File: src/rtl/oscillation_monitor_if.sv
// Sample-side and result-side signals of the oscillation monitor.
// step_err exists only when STEP_CHECK_EN is defined.
interface oscillation_monitor_if #(
  parameter int COORD_W  = 7,
  parameter int PERIOD_W = 9,
  parameter int BOUNCE_W = 8
);
  logic                en;
  logic                clear;
  logic [COORD_W-1:0]  coord;
  logic                dir;
  logic                moving;
  logic                top_pulse;
  logic                bot_pulse;
  logic [COORD_W-1:0]  peak;
  logic [COORD_W-1:0]  valley;
  logic [BOUNCE_W-1:0] bounce_count;
  logic [PERIOD_W-1:0] period;
  logic                locked;
`ifdef STEP_CHECK_EN
  logic                step_err;
`endif

  modport master (
`ifdef STEP_CHECK_EN
    input  step_err,
`endif
    output en, clear, coord,
    input  dir, moving, top_pulse, bot_pulse,
    input  peak, valley, bounce_count, period, locked
  );

  modport slave (
`ifdef STEP_CHECK_EN
    output step_err,
`endif
    input  en, clear, coord,
    output dir, moving, top_pulse, bot_pulse,
    output peak, valley, bounce_count, period, locked
  );
endinterface

File: src/rtl/oscillation_monitor.sv
// Recovers direction, turning points, bounce count and period from a
// bouncing coordinate stream. Optional STEP_CHECK_EN adds step_err.
module oscillation_monitor #(
  parameter int COORD_W  = 7,
  parameter int PERIOD_W = 9,
  parameter int BOUNCE_W = 8
) (
  input logic clk,
  input logic reset_n,
  oscillation_monitor_if.slave bus
);

  localparam logic [1:0] IDLE = 2'b00;
  localparam logic [1:0] ACQ  = 2'b01;
  localparam logic [1:0] UP   = 2'b10;
  localparam logic [1:0] DOWN = 2'b11;

  logic [1:0]          state, nxt;
  logic [COORD_W-1:0]  prev;
  logic [COORD_W-1:0]  peak_q, valley_q;
  logic [PERIOD_W-1:0] cnt, period_q;
  logic [BOUNCE_W-1:0] bc;
  logic                top_q, bot_q, lock_q;
  logic                inc, dec, step_bad;
  logic                peak_turn, valley_turn;
  logic [COORD_W-1:0]  delta;

  // Classify the current sample against the previous one
  always_comb begin
    inc   = bus.coord > prev;
    dec   = bus.coord < prev;
    delta = inc ? bus.coord - prev : prev - bus.coord;
    step_bad = 1'b0;
`ifdef STEP_CHECK_EN
    step_bad = (state != IDLE) && (delta[COORD_W-1:1] != '0);
`endif
    peak_turn   = (state == UP) && dec && !step_bad;
    valley_turn = (state == DOWN) && inc && !step_bad;
    nxt = state;
    case (state)
      IDLE: nxt = ACQ;
      ACQ: begin
        if (inc) nxt = UP;
        else if (dec) nxt = DOWN;
      end
      UP:   if (dec) nxt = DOWN;
      default: if (inc) nxt = UP;
    endcase
    if (step_bad) nxt = ACQ;
  end

`ifdef STEP_CHECK_EN
  logic err_q;

  // Sticky step error, cleared only by reset or clear
  always_ff @(posedge clk or negedge reset_n) begin
    if (!reset_n) err_q <= 1'b0;
    else if (bus.clear) err_q <= 1'b0;
    else if (bus.en && step_bad) err_q <= 1'b1;
  end

  assign bus.step_err = err_q;
`endif

  // Tracker state, statistics and registered pulses
  always_ff @(posedge clk or negedge reset_n) begin
    if (!reset_n) begin
      state    <= IDLE;
      prev     <= '0;
      cnt      <= '0;
      period_q <= '0;
      peak_q   <= '0;
      valley_q <= '0;
      bc       <= '0;
      top_q    <= 1'b0;
      bot_q    <= 1'b0;
      lock_q   <= 1'b0;
    end else if (bus.clear) begin
      state    <= IDLE;
      prev     <= '0;
      cnt      <= '0;
      period_q <= '0;
      peak_q   <= '0;
      valley_q <= '0;
      bc       <= '0;
      top_q    <= 1'b0;
      bot_q    <= 1'b0;
      lock_q   <= 1'b0;
    end else begin
      top_q <= 1'b0;
      bot_q <= 1'b0;
      if (bus.en) begin
        prev  <= bus.coord;
        state <= nxt;
        if (step_bad) begin
          lock_q <= 1'b0;
          cnt    <= '0;
        end else if (peak_turn) begin
          peak_q   <= prev;
          top_q    <= 1'b1;
          bc       <= bc + 1'b1;
          period_q <= cnt;
          cnt      <= {{(PERIOD_W-1){1'b0}}, 1'b1};
          lock_q   <= (cnt == period_q) && (prev == peak_q)
                      && (period_q != '0);
        end else begin
          if (valley_turn) begin
            valley_q <= prev;
            bot_q    <= 1'b1;
            bc       <= bc + 1'b1;
          end
          if (cnt != '0 && cnt != '1) cnt <= cnt + 1'b1;
        end
      end
    end
  end

  assign bus.moving       = state[1];
  assign bus.dir          = state[1] & state[0];
  assign bus.top_pulse    = top_q;
  assign bus.bot_pulse    = bot_q;
  assign bus.peak         = peak_q;
  assign bus.valley       = valley_q;
  assign bus.bounce_count = bc;
  assign bus.period       = period_q;
  assign bus.locked       = lock_q;

endmodule

File: src/flat_wrapper.sv
// flat-port wrapper written by rule: the top's interface ports become plain ports
module oscillation_monitor_flat 
#(
  parameter int COORD_W  = 7,
  parameter int PERIOD_W = 9,
  parameter int BOUNCE_W = 8
)
  (clk, reset_n, bus_en, bus_clear, bus_coord, bus_dir, bus_moving, bus_top_pulse, bus_bot_pulse, bus_peak, bus_valley, bus_bounce_count, bus_period, bus_locked);
  oscillation_monitor_if #(.COORD_W(COORD_W), .PERIOD_W(PERIOD_W), .BOUNCE_W(BOUNCE_W)) bus_i ();
  input logic clk;
  input logic reset_n;
  input wire logic [$bits(bus_i.en)-1:0] bus_en;
  input wire logic [$bits(bus_i.clear)-1:0] bus_clear;
  input wire logic [$bits(bus_i.coord)-1:0] bus_coord;
  output wire logic [$bits(bus_i.dir)-1:0] bus_dir;
  output wire logic [$bits(bus_i.moving)-1:0] bus_moving;
  output wire logic [$bits(bus_i.top_pulse)-1:0] bus_top_pulse;
  output wire logic [$bits(bus_i.bot_pulse)-1:0] bus_bot_pulse;
  output wire logic [$bits(bus_i.peak)-1:0] bus_peak;
  output wire logic [$bits(bus_i.valley)-1:0] bus_valley;
  output wire logic [$bits(bus_i.bounce_count)-1:0] bus_bounce_count;
  output wire logic [$bits(bus_i.period)-1:0] bus_period;
  output wire logic [$bits(bus_i.locked)-1:0] bus_locked;
  assign bus_i.en = bus_en;
  assign bus_i.clear = bus_clear;
  assign bus_i.coord = bus_coord;
  assign bus_dir = bus_i.dir;
  assign bus_moving = bus_i.moving;
  assign bus_top_pulse = bus_i.top_pulse;
  assign bus_bot_pulse = bus_i.bot_pulse;
  assign bus_peak = bus_i.peak;
  assign bus_valley = bus_i.valley;
  assign bus_bounce_count = bus_i.bounce_count;
  assign bus_period = bus_i.period;
  assign bus_locked = bus_i.locked;
  oscillation_monitor #(.COORD_W(COORD_W), .PERIOD_W(PERIOD_W), .BOUNCE_W(BOUNCE_W)) u_core (.clk(clk), .reset_n(reset_n), .bus(bus_i));
endmodule
File: config.mk
export PLATFORM = sky130hd
export DESIGN_NAME = oscillation_monitor_flat
export DESIGN_NICKNAME = d
export VERILOG_FILES = /design/src/rtl/oscillation_monitor_if.sv /design/src/rtl/oscillation_monitor.sv /design/src/flat_wrapper.sv
export SDC_FILE = /design/constraint.sdc
export NUM_CORES = 1
export LEC_CHECK = 0
export CELL_PAD_IN_SITES_DETAIL_PLACEMENT = 1
export CELL_PAD_IN_SITES_GLOBAL_PLACEMENT = 2
export CORE_UTILIZATION = 36
export CTS_CLUSTER_SIZE = 28
export DETAILED_ROUTE_END_ITERATION = 6
export PLACE_DENSITY_LB_ADDON = 0.1
export SYNTH_ARGS = -nofsm -noshare
export SYNTH_HDL_FRONTEND = slang
export SYNTH_SLANG_ARGS = --single-unit
File: constraint.sdc
create_clock -name clk -period 4.8 [get_ports clk]
set_input_delay 0.96 -clock clk [delete_from_list [all_inputs] [get_ports clk]]
set_output_delay 0.96 -clock clk [all_outputs]
set_load 0.02 [all_outputs]
; ---- Word-level counts from Yosys, hierarchy flattened
; Cells that the tools add are included.
[totals]
ff_bits = 52
latchBits = 0
ram_bits = 0
rom_bits = 0
inputBits = 11
out_inout_bits = 36
elab_cells = 77
mem_count = 0
[classes]
add_sub_neg = 2
mul = 0
n_div = 0
order_cmp = 2
eq_ne = 7
shift = 0
mux = 36
bitwise_logic = 1
reduce_logical = 19
[op_table]
columns = cell, count
row1 = $mux W7, 9
row2 = $mux W9, 7
row3 = $mux W8, 4
row4 = $reduce_bool A9 Y1, 2
row5 = $mux W1, 10
row6 = $mux W2, 5
row7 = $add A9 B1 Y9 const B, 1
row8 = $eq A9 B9 Y1, 1
row9 = $ne A9 B9 Y1 const B, 1
row10 = $add A8 B1 Y8 const B, 1
row11 = $reduce_and A2 Y1, 4
row12 = $eq A7 B7 Y1, 1
row13 = $gt A7 B7 Y1, 1
row14 = $lt A7 B7 Y1, 1
row15 = $pmux W2 S3, 1
row16 = $reduce_bool A2 Y1, 3
row17 = $reduce_bool A3 Y1, 2
row18 = $logic_and A1 B1 Y1, 5
row19 = $reduce_bool A5 Y1, 1
row20 = $eq A2 B2 Y1 const B, 2
row21 = $reduce_and A3 Y1, 1
row22 = $eq A2 B1 Y1 const B, 1
row23 = $logic_not A2 Y1, 1
row24 = $ne A2 B2 Y1 const B, 1
row25 = $and A1 B1 Y1, 1

; ---- Depth between registers and ports, before layout
; Gate-level depths: netlist of the first run.
[depth]
word_depth = 6
mapped_depth = 8
ltp_nobuf = 7

; ---- Worst setup path after synthesis of the first run
; Ideal clock, no wire load.
[synth_path]
path_type = input port to flip-flop
start = input port bus_coord[6]
end = register u_core.bc[6] (netlist: u_core.bus.bounce_count[6])
setup_ns = 0.128
arrival_ns = 2.357
required_ns = 4.672
path_slack_ns = 2.315
path_stages = 6
n_path_buf = 0
cell_sequence = ha_1 > a21oi_1 > o2111a_1 > nand2_2 > a211oi_2 > mux2_1
[synth_via]
elab_chain_len = 5
elab_cells_between_ends = 9
classes_between = order compare: 2 / mux: 3 / reduce/logical: 4
[synth_lines]
columns = item, line
row1 = "start, declared", flat_wrapper.sv:14  ; input wire logic [$bits(bus_i.coord)-1:0] bus_coord;
row2 = $lt A7 B7 Y1, oscillation_monitor.sv:31  ; dec = bus.coord < prev;
row3 = $logic_and A1 B1 Y1, oscillation_monitor.sv:37  ; peak_turn = (state == UP) && dec && !step_bad;
row4 = $mux W8, oscillation_monitor.sv:98  ; end else if (peak_turn) begin
row5 = $mux W8, oscillation_monitor.sv:92  ; if (bus.en) begin
row6 = $mux W8, oscillation_monitor.sv:78  ; end else if (bus.clear) begin
row7 = "end signal, assigned", oscillation_monitor.sv:101  ; bc <= bc + 1'b1;
row8 = "end signal, assigned", oscillation_monitor.sv:110  ; bc <= bc + 1'b1;
row9 = "end, declared", oscillation_monitor.sv:22  ; logic [BOUNCE_W-1:0] bc;
; Several ways; a longest one is shown, not always the timed one. The select of a mux whose other input is x is not followed.
; A chain may end at the register's enable or synchronous reset.

; ---- Final worst setup path of the first run
[layout_path]
start = input port bus_coord[6]
end = register u_core.bc[3] (netlist: u_core.bus.bounce_count[3])
; Same word-level chain as after synthesis.

==> run metrics, run 1 <==
clk_lat worst skew=0.31 ns; vias in the first global route=2582; Sink Count=52; Gates resized, CTS repair=0; unrepaired setup endpoints after global routing=false; Tightest Hold Check Type=reg2reg; Area after DPL=3520 um2; Reg2Reg Setup Slack=about 2.2 ns; initial DRC count=50; critical-path maximum fanout=14; worst slew pin tran=0.857 ns; share of layout cells above drive strength 1=about 8.8%; Crit Path Category=in2reg; Most used DFF post-synth=dfrtp_1; final hold violations=0; Net Sw Frac=29.2%; initial antenna violation count=0; Die W=~94 um; synthesized net count=336; Inserted Diodes=0; hold path startpoint=u_core.bus.locked$_DFFE_PN0P_; R2R Path Start=u_core.prev[6]$_DFFE_PN0P_; #FFs+latches synth=52; post-CTS setup buffers=0; GR Util All Layers=19.8%; PnR worst setup slack=between 1.5 and 2 ns; Vias/cell=5.33; Hold Crit Depth=1; CTS H-tree depth=2; Seq pwr share=between 40% and 50%; filler cell count=roughly 920; Syn Area/Cell=between 9 and 10 um2; clock-pin slew on the worst setup and hold paths=0.11 ns; Netlist cell types=between 50 and 60; cell taking the most area after synthesis=dfrtp_1; power share of the combinational group=between 10% and 20%; wire per inst=17.1 um; CORE AREA=8180 um2; die height=~94 um; Clk Tree Root Cell=clkbuf_8; CTS tree=done; Initial DRT Pass Iterations=4; part of the cycle the worst path needs=65.9%; ANT nets after route=0; clock skew=around 0.015 ns; worst hold endpoint=u_core.bus.locked$_DFFE_PN0P_; Port-buffer cells=46; largest net degree at the start of global routing=53; DP Cell Count=450; Initial Util=36.9%; Pleak=around 1.6 nW; Ports=47; Final setup viols=0; clock share of power=between 30% and 40%; Yosys warning total=0; Final nets=373; area delta synth->final=20.6%; Int Power=between 0.6 and 0.7 mW; EDFF count, synth=0; sequential share of the synthesized area=43.1%; max cap viols=0; crit path launch type=input port; VDD IR-drop max=roughly 0.12 mV; via count=2440; first-pass GRT wire length=13.5 mm; top cell type's share of synthesized area=43.1%; CP arrival=3.35 ns; gpl congestion=roughly 0.75; Slew Limit Fails=0; die area=roughly 9000 um2; total clock buffers created by CTS=5; total power=a little under 1 mW; Place WS=between 1 and 1.5 ns; maximum buffer depth of the clock tree=2; final instance area=3640 um2; Pwr per Cell Area=271 nW/um2; TNS Setup=0 ns; DR DRC count=0; reg2reg end=u_core.bus.bounce_count[3]$_DFFE_PN0P_; DP HPWL=around 5.5 mm; post-synthesis instance total=315; fin cells=~460; critical path required time=about 5.0 ns; r2r worst-path depth=7; final hold slack=0.503 ns; Crit. End Element=flip-flop; Post-Route WL=roughly 7.8 mm; Switch Pwr=roughly 0.29 mW; Row Count=33; Final Util=44.5%; ys async rst share=100%; minimum clock period=3.16 ns; status=finished, final reports clean; Max Clk Rate=approximately 320 MHz; Post-Syn Area=3020 um2; hold buffers post-CTS=0; Worst slew margin=42.7%; Synth area leaders=dfrtp_1 (43%), mux2i_1 (5.3%), nand2_1 (5.2%); GRT overflow=0
[placed cells by master (no fill, tap or decap), types with 6 or more instances in the layout]
master | synthesis | layout
nor3_1 | 8 | 8
mux2i_1 | 16 | 16
nor4_1 | 6 | 6
nor2_1 | 30 | 30
clkbuf_8 | 0 | 6
nand3_1 | 9 | 9
xnor2_1 | 13 | 13
nand2_1 | 42 | 42
a21oi_1 | 28 | 28
nor2b_1 | 8 | 8
clkdlybuf4s50_1 | 0 | 44
dfrtp_1 | 52 | 52
inv_1 | 12 | 12
ha_1 | 10 | 10
mux2_1 | 7 | 7
[state kept, by name (all words and copies together), names as in the netlist]
register                 flops
u_core.bus.top_pulse         1
u_core.bus.period            9
u_core.bus.peak              7
u_core.prev                  7
u_core.bus.valley            7
u_core.state                 2
u_core.cnt                   9
u_core.bus.bot_pulse         1
u_core.bus.locked            1
u_core.bus.bounce_count      8
[cells in the mapped netlist, types with 2 or more instances]
cell       n
nand2_1   42
a21o_1     5
a21oi_2    2
buf_2      6
xor2_1     5
nor2_1    30
mux2_1     7
nand4_1    4
clkbuf_1   6
buf_1      2
xnor2_1   13
a311oi_1   2
dfrtp_1   52
nor3_1     8
inv_1     12
a21oi_1   28
nor2b_1    8
nand3_1    9
buf_4      3
nor4_2     2
ha_1      10
and3_1     4
mux2i_1   16
buf_6      2
a211oi_2   2
nor4_1     6
[how the worst max path moves through the flow]
stage,from,to,slack (ns),depth (start not counted)
CTS,bus_coord[6],u_core.bus.bounce_count[3]$_DFFE_PN0P_,1.60,7
floorplan,bus_coord[6],u_core.bus.bounce_count[6]$_DFFE_PN0P_,2.32,6
global placement,bus_coord[6],u_core.bus.bounce_count[3]$_DFFE_PN0P_,1.35,7
finish,bus_coord[6],u_core.bus.bounce_count[3]$_DFFE_PN0P_,1.64,7
global route,bus_coord[6],u_core.bus.bounce_count[3]$_DFFE_PN0P_,1.44,7
detailed placement,bus_coord[6],u_core.bus.bounce_count[3]$_DFFE_PN0P_,1.30,7
[final cells by class]
cell class / count / area [um2] / share of cell area, %
Clock buffer: 6 / 82.6 / 2.27
Clock inverter: 2 / 38.8 / 1.07
Inverter: 12 / 45.0 / 1.24
Multi-Input combinational cell: 232 / 1570 / 43.0
Sequential cell: 52 / 1300 / 35.8
Tap cell: 105 / 131 / 3.61
Timing Repair Buffer: 49 / 473 / 13.0
[power by group through the flow]
stage / combinational [mW] / clock, mW / sequential [mW]
floorplan: 0.132 / 0 / 0.475
CTS: 0.177 / 0.340 / 0.482
detailed placement: 0.176 / 0 / 0.491
global placement: 0.174 / 0 / 0.490
finish: 0.174 / 0.329 / 0.481
global route: 0.199 / 0.352 / 0.486
[logic make-up (layout without fill, tap and decap cells)]
group | after synthesis | count (layout) | synth area share [%]
AND/OR/NAND/NOR | 126 | 126 | 21.3
adder cells (fa/ha/maj) | 10 | 10 | 4.15
flip-flops | 52 | 52 | 43.1
multiplexers | 23 | 23 | 7.92
XOR/XNOR | 18 | 18 | 5.23
buffers and inverters | 31 | 69 | 4.98
AO/OA/AOI/OAI | 55 | 55 | 13.3
[critical path: stages]
cell and delay, ns:
clkdlybuf4s50_1 0.43, ha_1 0.34, a21oi_1 0.24, o21ai_2 0.16, o211ai_2 0.71, a21oi_1 0.15
mux2_1 0.35
[layer usage]
| layer | global-route usage [%] | up-vias | part of all wire [%] |
|---|---|---|---|
| li1 | - | 1160 | - |
| met1 | 26.1 | 1242 | 47 |
| met2 | 34.5 | 31 | 50 |
| met3 | 2.20 | 7 | 2.0 |
| met4 | 5.00 | 0 | 1.0 |
| met5 | 0 | - | 0 |
(Power assumes the default switching activity.)
==> inputs of run 2 (changes only) <==
--- a/config.mk
+++ b/config.mk
@@ -7,7 +7,7 @@
 export LEC_CHECK = 0
 export CELL_PAD_IN_SITES_DETAIL_PLACEMENT = 1
 export CELL_PAD_IN_SITES_GLOBAL_PLACEMENT = 2
-export CORE_UTILIZATION = 36
+export CORE_UTILIZATION = 30
 export CTS_CLUSTER_SIZE = 28
 export DETAILED_ROUTE_END_ITERATION = 6
 export PLACE_DENSITY_LB_ADDON = 0.1
==> constraint.sdc (replaced) <==
create_clock -name clk -period 2.8 [get_ports clk]
set_input_delay 0.56 -clock clk [delete_from_list [all_inputs] [get_ports clk]]
set_output_delay 0.56 -clock clk [all_outputs]
set_load 0.02 [all_outputs]
==> run 2 against run 1 <==
Effect of this change: critical path depth unchanged; non-clock buffer count increased by 11; design area increased by 3.6%; wire length increased by 3.1%; critical path type unchanged; critical endpoint is now u_core.bus.bounce_count[6]$_DFFE_PN0P_; largest cell class unchanged; highest routed layer unchanged.
==> run metrics, run 2 (synthesis gave the netlist of run 1 again) <==
Slew Limit Fails=0 (unchanged); part of the cycle the worst path needs=between 80% and 90%; Vias/cell=4.80 (-9.9%); initial antenna violation count=0 (unchanged); Area after DPL=3650 um2 (+3.7%); GRT overflow=0 (unchanged); wire length on met3=164 um (+4.5%); initial DRC count=49 (-2.0%); critical path required time=2.99 ns (-2.00 ns); ANT nets after route=0 (unchanged); Reg2Reg Setup Slack=0.54 ns (-1.66 ns); final hold violations=0 (unchanged); Inserted Diodes=0 (unchanged); Port-buffer cells=46 (unchanged); vias in the first global route=2441 (-5.5%); maximum buffer depth of the clock tree=2 (unchanged); post-CTS setup buffers=0 (unchanged); CTS tree=done; worst slew pin tran=0.718 ns (-0.139 ns); status=finished, final reports clean; total clock buffers created by CTS=5 (unchanged); Final nets=384 (+2.9%); Post-Route WL=8.07 mm (+3.1%); Final setup viols=0 (unchanged); hold buffers post-CTS=0 (unchanged); met2 WL post-DR=3.94 mm (+0.46%); Tightest Hold Check Type=in2async; clk_lat worst skew=0.31 ns (about the same); CORE AREA=9770 um2 (+20%); Pwr per Cell Area=452 nW/um2 (+67%); TNS Setup=0 ns (unchanged); crit path launch type=input port; max cap viols=0 (unchanged); r2r worst-path depth=7 (unchanged); Die W=102 um (+9.3%); DP HPWL=5.78 mm (+4.4%); final instance area=3770 um2 (+3.6%); first-pass GRT wire length=13.3 mm (-1.9%); critical-path maximum fanout=7 (-7); VDD IR-drop max=0.229 mV (+98%); Gates resized, CTS repair=0 (unchanged); wire per inst=16.2 um (-5.0%); filler cell count=1140 (+23%); Pleak=1.64 nW (+3.7%); Max Clk Rate=~410 MHz; Row Count=36 (+9.1%); via count=2385 (-2.3%); Sink Count=52 (unchanged); DR DRC count=0 (unchanged); commonest non-fill, non-tap cell in the layout=dfrtp_1; Clk Tree Root Cell=clkbuf_8; CP arrival=2.63 ns (-0.72 ns); Max Used Layer=met4; Crit Path Category=in2reg; die height=102 um (+9.3%); Final Util=38.5% (-5.9 points); Worst slew margin=52.1% (+9.4 points); gpl congestion=0.752 (-0.33%); Ports=47 (unchanged); Crit. End Element=flip-flop; area delta synth->final=24.9%; clock skew=0.0167 ns (+0.00196 ns); GR Util All Layers=16.6% (-3.3 points); R2R Path Start=u_core.prev[6]$_DFFE_PN0P_; most frequent cells in the layout=dfrtp_1 (52), clkdlybuf4s50_1 (44), nand2_1 (42); largest net degree at the start of global routing=53 (unchanged); Initial Util=30.9% (-6.0 points); Initial DRT Pass Iterations=4 (unchanged); share of layout cells above drive strength 1=11.5% (+2.8 points); die area=10500 um2 (+20%); CTS H-tree depth=2 (unchanged); Metal-1 WL=3.91 mm (+6.8%); clock-pin slew on the worst setup and hold paths=0.10 ns (about the same); unrepaired setup endpoints after global routing=false; reg2reg end=u_core.bus.bounce_count[6]$_DFFE_PN0P_; minimum clock period=2.44 ns
[run 2: cell type report]
class	count	area (um2)	share of cell area, %
clock buffers	6	82.6	2.19
flip-flops and latches	52	1300	34.5
well taps	133	166	4.42
clock inverters	2	38.8	1.03
repair buffers	60	568	15.1
inverters	12	45.0	1.20
multi-input cells	232	1570	41.5
[run 2: worst max path at each step]
stage | startpoint | endpoint | slack [ns] | cells after the start
finish | bus_coord[6] | u_core.bus.bounce_count[6]$_DFFE_PN0P_ | 0.36 | 7
global route | bus_coord[6] | u_core.bus.bounce_count[6]$_DFFE_PN0P_ | 0.25 | 7
CTS | bus_coord[6] | u_core.bus.bounce_count[5]$_DFFE_PN0P_ | 0.33 | 8
detailed placement | bus_coord[6] | u_core.bus.bounce_count[5]$_DFFE_PN0P_ | -0.009 | 8
global placement | bus_coord[6] | u_core.bus.bounce_count[6]$_DFFE_PN0P_ | 0.06 | 7
floorplan | bus_coord[6] | u_core.bus.bounce_count[6]$_DFFE_PN0P_ | 0.72 | 6
[run 2: through the flow]
step | setup WS [ns] | instances | hold slack [ns] | total power [mW]
floorplan | 0.715 | 315 | 0.264 | 1.04
global placement | 0.0566 | 489 | 0.490 | 1.16
detailed placement | -0.00867 | 489 | 0.481 | 1.15
CTS | 0.334 | 497 | 0.405 | 1.74
global route | 0.249 | 497 | 0.431 | 1.80
finish | 0.363 | 497 | 0.366 | 1.70
[run 2: worst max-delay path, cell delays in order]
cell and delay (ns):
clkdlybuf4s50_1 0.45, ha_1 0.35, nand4_2 0.17, a21oi_4 0.26
o211ai_2 0.25, a211oi_2 0.25, mux2_1 0.34
[run 2: power breakdown]
group	internal (mW)	switching [mW]	total [mW]
Sequential	0.773	0.0524	0.825
Clock	0.293	0.275	0.568
Combinational	0.138	0.172	0.310
Total	1.20	0.500	1.70
[run 2: routing by layer]
layer	GRT usage, %	vias to the layer above
li1	-	1180
met1	22.7	1173
met2	27.6	27
met3	2.39	5
met4	3.63	0
met5	0	-
==> inputs of run 3 (changes only) <==
--- a/config.mk
+++ b/config.mk
@@ -5,9 +5,10 @@
 export SDC_FILE = /design/constraint.sdc
 export NUM_CORES = 1
 export LEC_CHECK = 0
+export CAP_MARGIN = 15
 export CELL_PAD_IN_SITES_DETAIL_PLACEMENT = 1
 export CELL_PAD_IN_SITES_GLOBAL_PLACEMENT = 2
-export CORE_UTILIZATION = 30
+export CORE_UTILIZATION = 34
 export CTS_CLUSTER_SIZE = 28
 export DETAILED_ROUTE_END_ITERATION = 6
 export PLACE_DENSITY_LB_ADDON = 0.1
==> constraint.sdc (replaced) <==
create_clock -name clk -period 2.3 [get_ports clk]
set_input_delay 0.46 -clock clk [delete_from_list [all_inputs] [get_ports clk]]
set_output_delay 0.46 -clock clk [all_outputs]
set_load 0.02 [all_outputs]
==> run 3 against run 2 <==
Effect of this change: worst hold slack lost 0.28 ns; non-clock buffer count grew 17; sequential share of layout area shrank 1.2 points; critical path depth is the same; wire length shrank 1.7%; critical endpoint unchanged; register-to-register slack lost 0.24 ns; clock power grew 3.7%; utilization grew 8.1 points; largest power group unchanged.
==> run metrics, run 3 (synthesis gave the netlist of run 1 again) <==
filler cell count=974 (-15%); Tightest Hold Check Type=in2async; commonest non-fill, non-tap cell in the layout=dfrtp_1; post-CTS setup buffers=0 (unchanged); via count=2508 (+5.2%); CP arrival=2.41 ns (-0.22 ns); GRT overflow=0 (unchanged); max cap viols=0 (unchanged); Die W=96.2 um (-5.9%); part of the cycle the worst path needs=96.3%; DP HPWL=5.79 mm (+0.17%); Max Clk Rate=451 MHz; Worst slew margin=67.8% (+16 points); first-pass GRT wire length=13.4 mm (+1.0%); GRT Max-Usage Layer=met2; final hold slack=0.0857 ns (-0.280 ns); Final setup viols=0 (unchanged); DR DRC count=0 (unchanged); Initial DRT Pass Iterations=4 (unchanged); CTS tree=done; CTS H-tree depth=2 (unchanged); critical path required time=2.50 ns (-0.49 ns); Post-Route WL=7.93 mm (-1.7%); gpl congestion=0.770 (+2.3%); hold buffers post-CTS=0 (unchanged); met3 Resource Use GR=3.16% (+0.77 points); CORE AREA=8380 um2 (-14%); final instance area=3910 um2 (+3.8%); clock skew=0.0143 ns (-0.00245 ns); Final nets=401 (+4.4%); total clock buffers created by CTS=5 (unchanged); crit path launch=bus_coord[6]; Clk Tree Root Cell=clkbuf_8; die area=9250 um2 (-12%); vias in the first global route=2675 (+9.6%); largest net degree at the start of global routing=36 (-32%); Initial Util=36.0% (+5.1 points); wire per inst=16.3 um (+0.56%); Area after DPL=3790 um2 (+3.9%); Sink Count=52 (unchanged); initial antenna violation count=0 (unchanged); met2 GRT Util=31.4% (+3.8 points); Row Count=33 (-8.3%); R2R Path Start=u_core.prev[6]$_DFFE_PN0P_; area delta synth->final=29.6%; M1 GR Usage=25.7% (+3.0 points); initial DRC count=53 (+8.2%); share of layout cells above drive strength 1=16.0% (+4.5 points); minimum clock period=~2.2 ns; fin cells=486 (-2.2%); Crit Path Category=in2reg; ANT nets after route=0 (unchanged); final hold violations=0 (unchanged); clock-pin slew on the worst setup and hold paths=0.10 ns (about the same); worst slew pin tran=0.479 ns (-0.239 ns); most frequent cells in the layout=dfrtp_1 (52), clkdlybuf4s50_1 (44), nand2_1 (42); Vias/cell=5.16 (+7.5%); VDD IR-drop max=0.291 mV (+27%); unrepaired setup endpoints after global routing=true; maximum buffer depth of the clock tree=2 (unchanged); Pwr per Cell Area=523 nW/um2 (+16%); Crit. End Element=flip-flop; crit path launch type=input port; GR Util All Layers=19.1% (+2.6 points); Port-buffer cells=46 (unchanged); DP Cell Count=478 (-2.2%); clk_lat worst skew=0.32 ns (about the same); Inserted Diodes=0 (unchanged); Pleak=1.74 nW (+5.8%); Slew Limit Fails=0 (unchanged); Ports=47 (unchanged); status=finished, final reports clean; die height=96.2 um (-5.9%); critical-path maximum fanout=7 (unchanged)
[run 3: changes by cell type in the layout (fill, tap and decap cells not counted), sizes merged]
cell    delta
buf       +17
bufinv     -1
inv        +1
[run 3: stage by stage]
step           TNS, ns  total power [mW]  setup WS (ns)  utilization [%]
2_1_floorplan        0              1.27          0.315                -
3_3_place_gp     -5.44              1.47         -0.260             45.2
3_5_place_dp     -7.45              1.47         -0.305             45.2
4_1_cts              0              2.07         0.0241             46.4
5_1_grt        -0.0480              2.17        -0.0327             46.6
6_report             0              2.05         0.0844             46.6
[run 3: path summary, 6_finish.rpt]
check	end	slack, ns	cells past startpoint
worst min register to register	u_core.bus.locked$_DFFE_PN0P_	0.50	1
max in group asynchronous	u_core.bus.peak[3]$_DFFE_PN0P_	1.66	2
min in group clk	u_core.bus.locked$_DFFE_PN0P_	0.50	1
worst max register to register	u_core.bus.bounce_count[6]$_DFFE_PN0P_	0.30	7
worst min-delay path	u_core.cnt[7]$_DFFE_PN0P_	0.09	1
worst max-delay path	u_core.bus.bounce_count[6]$_DFFE_PN0P_	0.08	7
[run 3: power breakdown]
part           switching, mW  total [mW]  internal, mW
Sequential            0.0288       0.970         0.941
Clock                  0.342       0.589         0.248
Combinational          0.264       0.486         0.223
[run 3: cell type report]
type	instances	area, um2	share of cell area [%]
sequential	52	1300	33.3
tap	105	131	3.36
clock buffer	6	82.6	2.11
multi-input combinational	232	1590	40.7
timing repair buffer	77	746	19.1
inverter	12	45.0	1.15
clock inverter	2	13.8	0.352
[run 3: repair_timing]
item                       in CTS  in global routing
setup endpoints to repair       0                 14
hold endpoints to repair        0                  0
gates resized for setup         0                  4
[run 3: metal layers]
layer  up-vias  part of all wire (%)
met5         -                     0
met4         0                   1.8
met3         9                   3.5
met2        47                    46
met1      1232                    48
li1       1220                     -
[run 3: critical path: stages]
cell and delay [ns]:
clkdlybuf4s50_1 0.44, ha_1 0.37, a21oi_2 0.19, o2111a_1 0.24
nand2_2 0.13, a211oi_2 0.24, mux2_1 0.33
